File: src/rtl/attribute_result_arbiter.sv
// Buffers per-group attribute results and schedules one per cycle onto a valid/ready stream.
// Define ATTR_ARB_ROUND_ROBIN_EN for round-robin grants; default is fixed priority (highest index).
module attribute_result_arbiter #(
   parameter int unsigned ATTRIBUTE_DATA_WIDTH = 135,
   parameter int unsigned DATA_GROUPS          = 4,
   parameter int unsigned DROP_CNT_WIDTH       = 16
) (
   input  logic                                     clk,
   input  logic                                     resetn,
   input  logic [DATA_GROUPS-1:0]                   valid_groups_i,
   input  logic [DATA_GROUPS*ATTRIBUTE_DATA_WIDTH-1:0] data_groups_i,
   output logic                                     valid_o,
   output logic [ATTRIBUTE_DATA_WIDTH-1:0]          data_o,
   output logic [DATA_GROUPS-1:0]                   grant_o,
   input  logic                                     ready_i,
   input  logic                                     clear_drops_i,
   output logic [DATA_GROUPS*DROP_CNT_WIDTH-1:0]    drop_count_o
);

   localparam int unsigned IdxW = (DATA_GROUPS > 1) ? $clog2(DATA_GROUPS) : 1;

   typedef enum logic {StEmpty, StFull} out_state_e;

   out_state_e                      state_q, state_d;
   logic [ATTRIBUTE_DATA_WIDTH-1:0] out_data_q, out_data_d;
   logic [DATA_GROUPS-1:0]          out_grant_q, out_grant_d;
   logic [DATA_GROUPS-1:0]          pending_q, pending_d;
   logic [ATTRIBUTE_DATA_WIDTH-1:0] slot_q [DATA_GROUPS];
   logic [DROP_CNT_WIDTH-1:0]       drop_cnt_q [DATA_GROUPS];

   logic                            out_free;
   logic                            sel_valid;
   logic [IdxW-1:0]                 sel_idx;
   logic [DATA_GROUPS-1:0]          sel_oh;
   logic [DATA_GROUPS-1:0]          take_oh;
   logic [DATA_GROUPS-1:0]          capture;
   logic [DATA_GROUPS-1:0]          drop;

   assign out_free = (state_q == StEmpty) || ready_i;

`ifdef ATTR_ARB_ROUND_ROBIN_EN
   logic [IdxW-1:0] rr_ptr_q;

   // Scan from farthest to nearest so the candidate at ptr+1 is assigned last and wins.
   always_comb begin
      int unsigned cand;
      cand      = 0;
      sel_valid = 1'b0;
      sel_idx   = rr_ptr_q;
      for (int k = DATA_GROUPS; k >= 1; k--) begin
         cand = (int'(rr_ptr_q) + k) % DATA_GROUPS;
         if (pending_q[cand]) begin
            sel_valid = 1'b1;
            sel_idx   = IdxW'(cand);
         end
      end
   end

   always_ff @(posedge clk) begin
      if (!resetn) begin
         rr_ptr_q <= IdxW'(DATA_GROUPS - 1);
      end else if (out_free && sel_valid) begin
         rr_ptr_q <= sel_idx;
      end
   end
`else
   always_comb begin
      sel_valid = 1'b0;
      sel_idx   = '0;
      for (int g = 0; g < DATA_GROUPS; g++) begin
         if (pending_q[g]) begin
            sel_valid = 1'b1;
            sel_idx   = IdxW'(g);
         end
      end
   end
`endif

   always_comb begin
      sel_oh          = '0;
      sel_oh[sel_idx] = sel_valid;
      take_oh         = out_free ? sel_oh : '0;
   end

   // A slot being drained this cycle can accept a new result without dropping.
   always_comb begin
      capture   = valid_groups_i & (~pending_q | take_oh);
      drop      = valid_groups_i & pending_q & ~take_oh;
      pending_d = (pending_q & ~take_oh) | capture;
   end

   always_comb begin
      state_d     = state_q;
      out_data_d  = out_data_q;
      out_grant_d = out_grant_q;
      if (out_free) begin
         if (sel_valid) begin
            state_d     = StFull;
            out_data_d  = slot_q[sel_idx];
            out_grant_d = sel_oh;
         end else begin
            state_d     = StEmpty;
            out_data_d  = '0;
            out_grant_d = '0;
         end
      end
   end

   always_ff @(posedge clk) begin
      if (!resetn) begin
         state_q     <= StEmpty;
         out_data_q  <= '0;
         out_grant_q <= '0;
         pending_q   <= '0;
      end else begin
         state_q     <= state_d;
         out_data_q  <= out_data_d;
         out_grant_q <= out_grant_d;
         pending_q   <= pending_d;
      end
   end

   always_ff @(posedge clk) begin
      for (int g = 0; g < DATA_GROUPS; g++) begin
         if (capture[g]) begin
            slot_q[g] <= data_groups_i[g*ATTRIBUTE_DATA_WIDTH +: ATTRIBUTE_DATA_WIDTH];
         end
      end
   end

   always_ff @(posedge clk) begin
      for (int g = 0; g < DATA_GROUPS; g++) begin
         if (!resetn) begin
            drop_cnt_q[g] <= '0;
         end else if (clear_drops_i) begin
            drop_cnt_q[g] <= drop[g] ? DROP_CNT_WIDTH'(1) : '0;
         end else if (drop[g] && (drop_cnt_q[g] != '1)) begin
            drop_cnt_q[g] <= drop_cnt_q[g] + 1'b1;
         end
      end
   end

   assign valid_o = (state_q == StFull);
   assign data_o  = out_data_q;
   assign grant_o = out_grant_q;

   for (genvar g = 0; g < DATA_GROUPS; g++) begin : g_drop_out
      assign drop_count_o[g*DROP_CNT_WIDTH +: DROP_CNT_WIDTH] = drop_cnt_q[g];
   end

endmodule

File: config.mk
export PLATFORM = sky130hd
export DESIGN_NAME = attribute_result_arbiter
export DESIGN_NICKNAME = d
export VERILOG_FILES = /design/src/rtl/attribute_result_arbiter.sv
export SDC_FILE = /design/constraint.sdc
export NUM_CORES = 1
export LEC_CHECK = 0
export CORE_AREA = 2 2 289 291
export CTS_CLUSTER_DIAMETER = 80
export DETAILED_ROUTE_END_ITERATION = 6
export DIE_AREA = 0 0 291 293
export GPL_ROUTABILITY_DRIVEN = 1
export HOLD_SLACK_MARGIN = 0.12
export PLACE_DENSITY = 0.68
export RECOVER_POWER = 50
export SETUP_SLACK_MARGIN = 0.2
export SLEW_MARGIN = 20
export SYNTH_ARGS = -nofsm -noshare
export SYNTH_HDL_FRONTEND = slang
export SYNTH_SLANG_ARGS = --single-unit
File: constraint.sdc
create_clock -name clk -period 31.2 [get_ports clk]
set_input_delay 4.68 -clock clk [delete_from_list [all_inputs] [get_ports clk]]
set_output_delay 4.68 -clock clk [all_outputs]
set_load 0.03 [all_outputs]
==> results.py <==
metrics = {
    "grt": {
        "antenna_found_initial": 50,
        "grt_pass1_vias": 19736,
        "grt_pass1_wl_mm": 125,
        "grt.total_usage_pct": 19.6,
        "grt-ovfl-total": 0,
        "grt_max_degree": 87,
    },
    "logic_synthesis": {
        "synth_area_mm2": 0.0286,
        "synth-edff-count": 604,
        "synth_cells": 1954,
        "synth_flop_cell": "edfxtp_1",
        "synth_seq_cells": 748,
        "ys_seq_area_share_pct": 73.5,
        "syn_nets": 2506,
        "yosys_warnings": 0,
        "ys_async_sr_fraction_pct": 0,
        "synth.distinct_cells": 49,
        "syn_avg_cell_area_um2": 14.6,
    },
    "route": {
        "wl_mm": 86.6,
        "firstDrtPassIters": 5,
        "drc": 0,
        "vias": 18851,
        "via_per_inst": 4.86,
        "drt_iter0_drc": 1197,
        "final_antenna_net_count": 0,
        "wire_per_inst_um": 22.3,
    },
    "clock_tree": {
        "cts_sinks": 748,
        "numCtsBuffers": 80,
        "cts_hold_buf": 0,
        "htree_num_levels": 3,
        "root_buffer": "clkbuf_16",
        "tritoncts": "yes",
        "clk_latency_ps": 620,
        "post_cts_buffers": 0,
        "cts_resized": 0,
        "clk_pin_slew_ps": 60,
        "clock_path_buffers": 3,
    },
    "power_and_ir_drop": {
        "pwr_density_cell_mw_per_mm2": 60.4,
        "power.internal_uw": 1820,
        "p_sw_uw": 585,
        "combPwrFrac_pct": 11.2,
        "power_uw": 2400,
        "p_sw_share_pct": 24.3,
        "share_seq_of_total_power_pct": 49.5,
        "power_leakage_uw": 0.0140,
        "peakVddDrop_v": 0.0000449,
        "clockPowerShare_pct": 39.3,
    },
    "setup_path": {
        "endpoint": "data_o[127]",
        "r2r_start": "pending_q[1]",
        "endpoint_kind": "register",
        "cp.arrival_ps": 9950,
        "reg2reg_depth": 5,
        "crit_start": "resetn",
        "worstSetupPathType": "in2reg",
        "worstSetupStartpointType": "input pin",
        "critPathMaxFanout": 78,
        "r2r_slack_ps": 25290,
        "worstPathRequired_ps": 31640,
        "r2r_end": "data_o[127]",
    },
    "placement": {
        "io_buffers": 751,
        "globalplace.congestion": 0.870,
        "place_inst": 3694,
        "hpwl_mm": 61.5,
    },
    "floorplanning": {
        "core_area_mm2": 0.0818,
        "ios": 752,
        "die_h_um": 293,
        "rows": 105,
        "die_w_um": 291,
        "start_util_pct": 34.9,
        "die_area_mm2": 0.0853,
    },
    "sta": {
        "hold_viol_final": 0,
        "fmax_mhz": 105,
        "rsz0062_at_grt": "false",
        "fin_skew_ps": 42.9,
        "fin_crit_ps": 9510,
        "post-route-period-util_pct": 30.5,
        "worstMarginPinSlew_ps": 4040,
        "slew_headroom_pct": -170,
        "tns_ps": 0,
        "setup_viol": 0,
        "slew_viol_final": 185,
    },
    "worst_hold_path": {
        "hp-class": "reg2reg",
        "hold_depth": 2,
    },
    "finish": {
        "area_delta_synth_final_pct": 39.2,
        "drive_above_1_share_pct": 6.96,
        "nets": 3258,
        "final_common_cell": "dlygate4sd3_1",
        "mostFrequentLayoutCells": "dlygate4sd3_1, edfxtp_1, nand2_1",
        "stdcell_count": 3877,
        "fillCellCount": 7117,
    },
    "job": {
        "drv_cap": 4,
    },
    "outcome": {
        "violations": "max-capacitance violations, max-slew violations",
        "status": "complete, but fails checks",
    },
}
## worst min path at each step
stage / from / slack [ps] / endpoint
global route: data_o[85] / 470 / data_o[85]
finish: data_o[109] / 440 / data_o[109]
detailed placement: data_o[73] / 440 / data_o[73]
floorplan: slot_q[3][100] / 490 / data_o[100]
global placement: data_o[36] / 430 / data_o[36]
CTS: data_o[73] / 450 / data_o[73]
## power by group through the flow
stage,logic (uW),registers (uW),clock network (uW)
floorplan,95.1,1250,0
global placement,286,1210,0
detailed placement,291,1210,0
CTS,293,1190,966
global route,287,1200,1000
finish,269,1190,946
## critical path: stages
cell           delay (ps)
dlygate4sd3_1         750
o211ai_4              140
clkbuf_1             2840
buf_4                1100
o21ai_0               210
## cell families after synthesis
logic type / count (synthesis) / synth area share, %
buffers and inverters: 115 / 2.06
adder cells (fa/ha/maj): 4 / 0.175
AND/OR/NAND/NOR: 458 / 6.86
XOR/XNOR: 51 / 1.56
AO/OA/AOI/OAI: 308 / 6.38
flip-flops: 748 / 73.5
multiplexers: 270 / 9.45
## state kept, by name, summed over array words and instances (netlist names)
| signal | cells |
|---|---|
| pending_q | 4 |
| drop_cnt_q | 64 |
| data_o | 135 |
| valid_o | 1 |
| slot_q | 540 |
| grant_o | 4 |
## per-layer routing
| metal | routed length, um | GRT usage (%) |
|---|---|---|
| met5 | 101 | 0 |
| met4 | 3410 | 7.63 |
| met2 | 45100 | 35.8 |
| met1 | 31900 | 22.0 |
| met3 | 6040 | 4.79 |
## layout make-up
| cell class | count | area, um2 | area share (%) |
|---|---|---|---|
| diodes | 35 | 87.6 | 0.220 |
| clock buffers | 118 | 2240 | 5.64 |
| clock inverters | 30 | 404 | 1.02 |
| inverters | 10 | 37.5 | 0.0943 |
| multi-input cells | 1091 | 6980 | 17.5 |
| flip-flops and latches | 748 | 21000 | 52.8 |
| well taps | 1070 | 1340 | 3.36 |
| repair buffers | 775 | 7670 | 19.3 |
## cell usage after synthesis, types with 2 or more instances
library cell | n | share of area, %
inv_1 | 10 | 0.13
o21ai_2 | 50 | 1.5
nand2_1 | 293 | 3.8
o21a_1 | 5 | 0.13
a21oi_1 | 8 | 0.14
xnor2_1 | 30 | 0.92
nor4_1 | 13 | 0.28
buf_12 | 5 | 0.35
clkbuf_2 | 8 | 0.14
nor3_1 | 8 | 0.14
o2111a_1 | 2 | 0.079
a21boi_0 | 2 | 0.052
dfxtp_1 | 144 | 10
o2111ai_1 | 3 | 0.092
nor2b_1 | 9 | 0.20
nor2_1 | 62 | 0.81
o21ai_0 | 227 | 4.0
and4_1 | 4 | 0.12
nand3_1 | 24 | 0.42
buf_4 | 4 | 0.11
a31o_2 | 2 | 0.061
and2_1 | 4 | 0.087
nand4_1 | 20 | 0.44
mux2i_1 | 270 | 9.5
edfxtp_1 | 604 | 63
xor2_1 | 21 | 0.64
or4_1 | 3 | 0.079
buf_1 | 5 | 0.066
clkbuf_1 | 51 | 0.67
or3_1 | 4 | 0.087
ha_1 | 4 | 0.18
and3_1 | 8 | 0.18
buf_2 | 31 | 0.54
## metrics by stage
stage	hold slack [ps]	worst slack [ps]	area, um2	utilization (%)
6_report	445	21690	39800	48.6
2_1_floorplan	490	15520	28600	-
3_3_place_gp	435	23250	37100	45.3
4_1_cts	454	23960	39800	48.6
5_1_grt	473	21240	39800	48.6
3_5_place_dp	440	23290	37200	45.4
No activity file was read; power rests on OpenSTA's default activity.
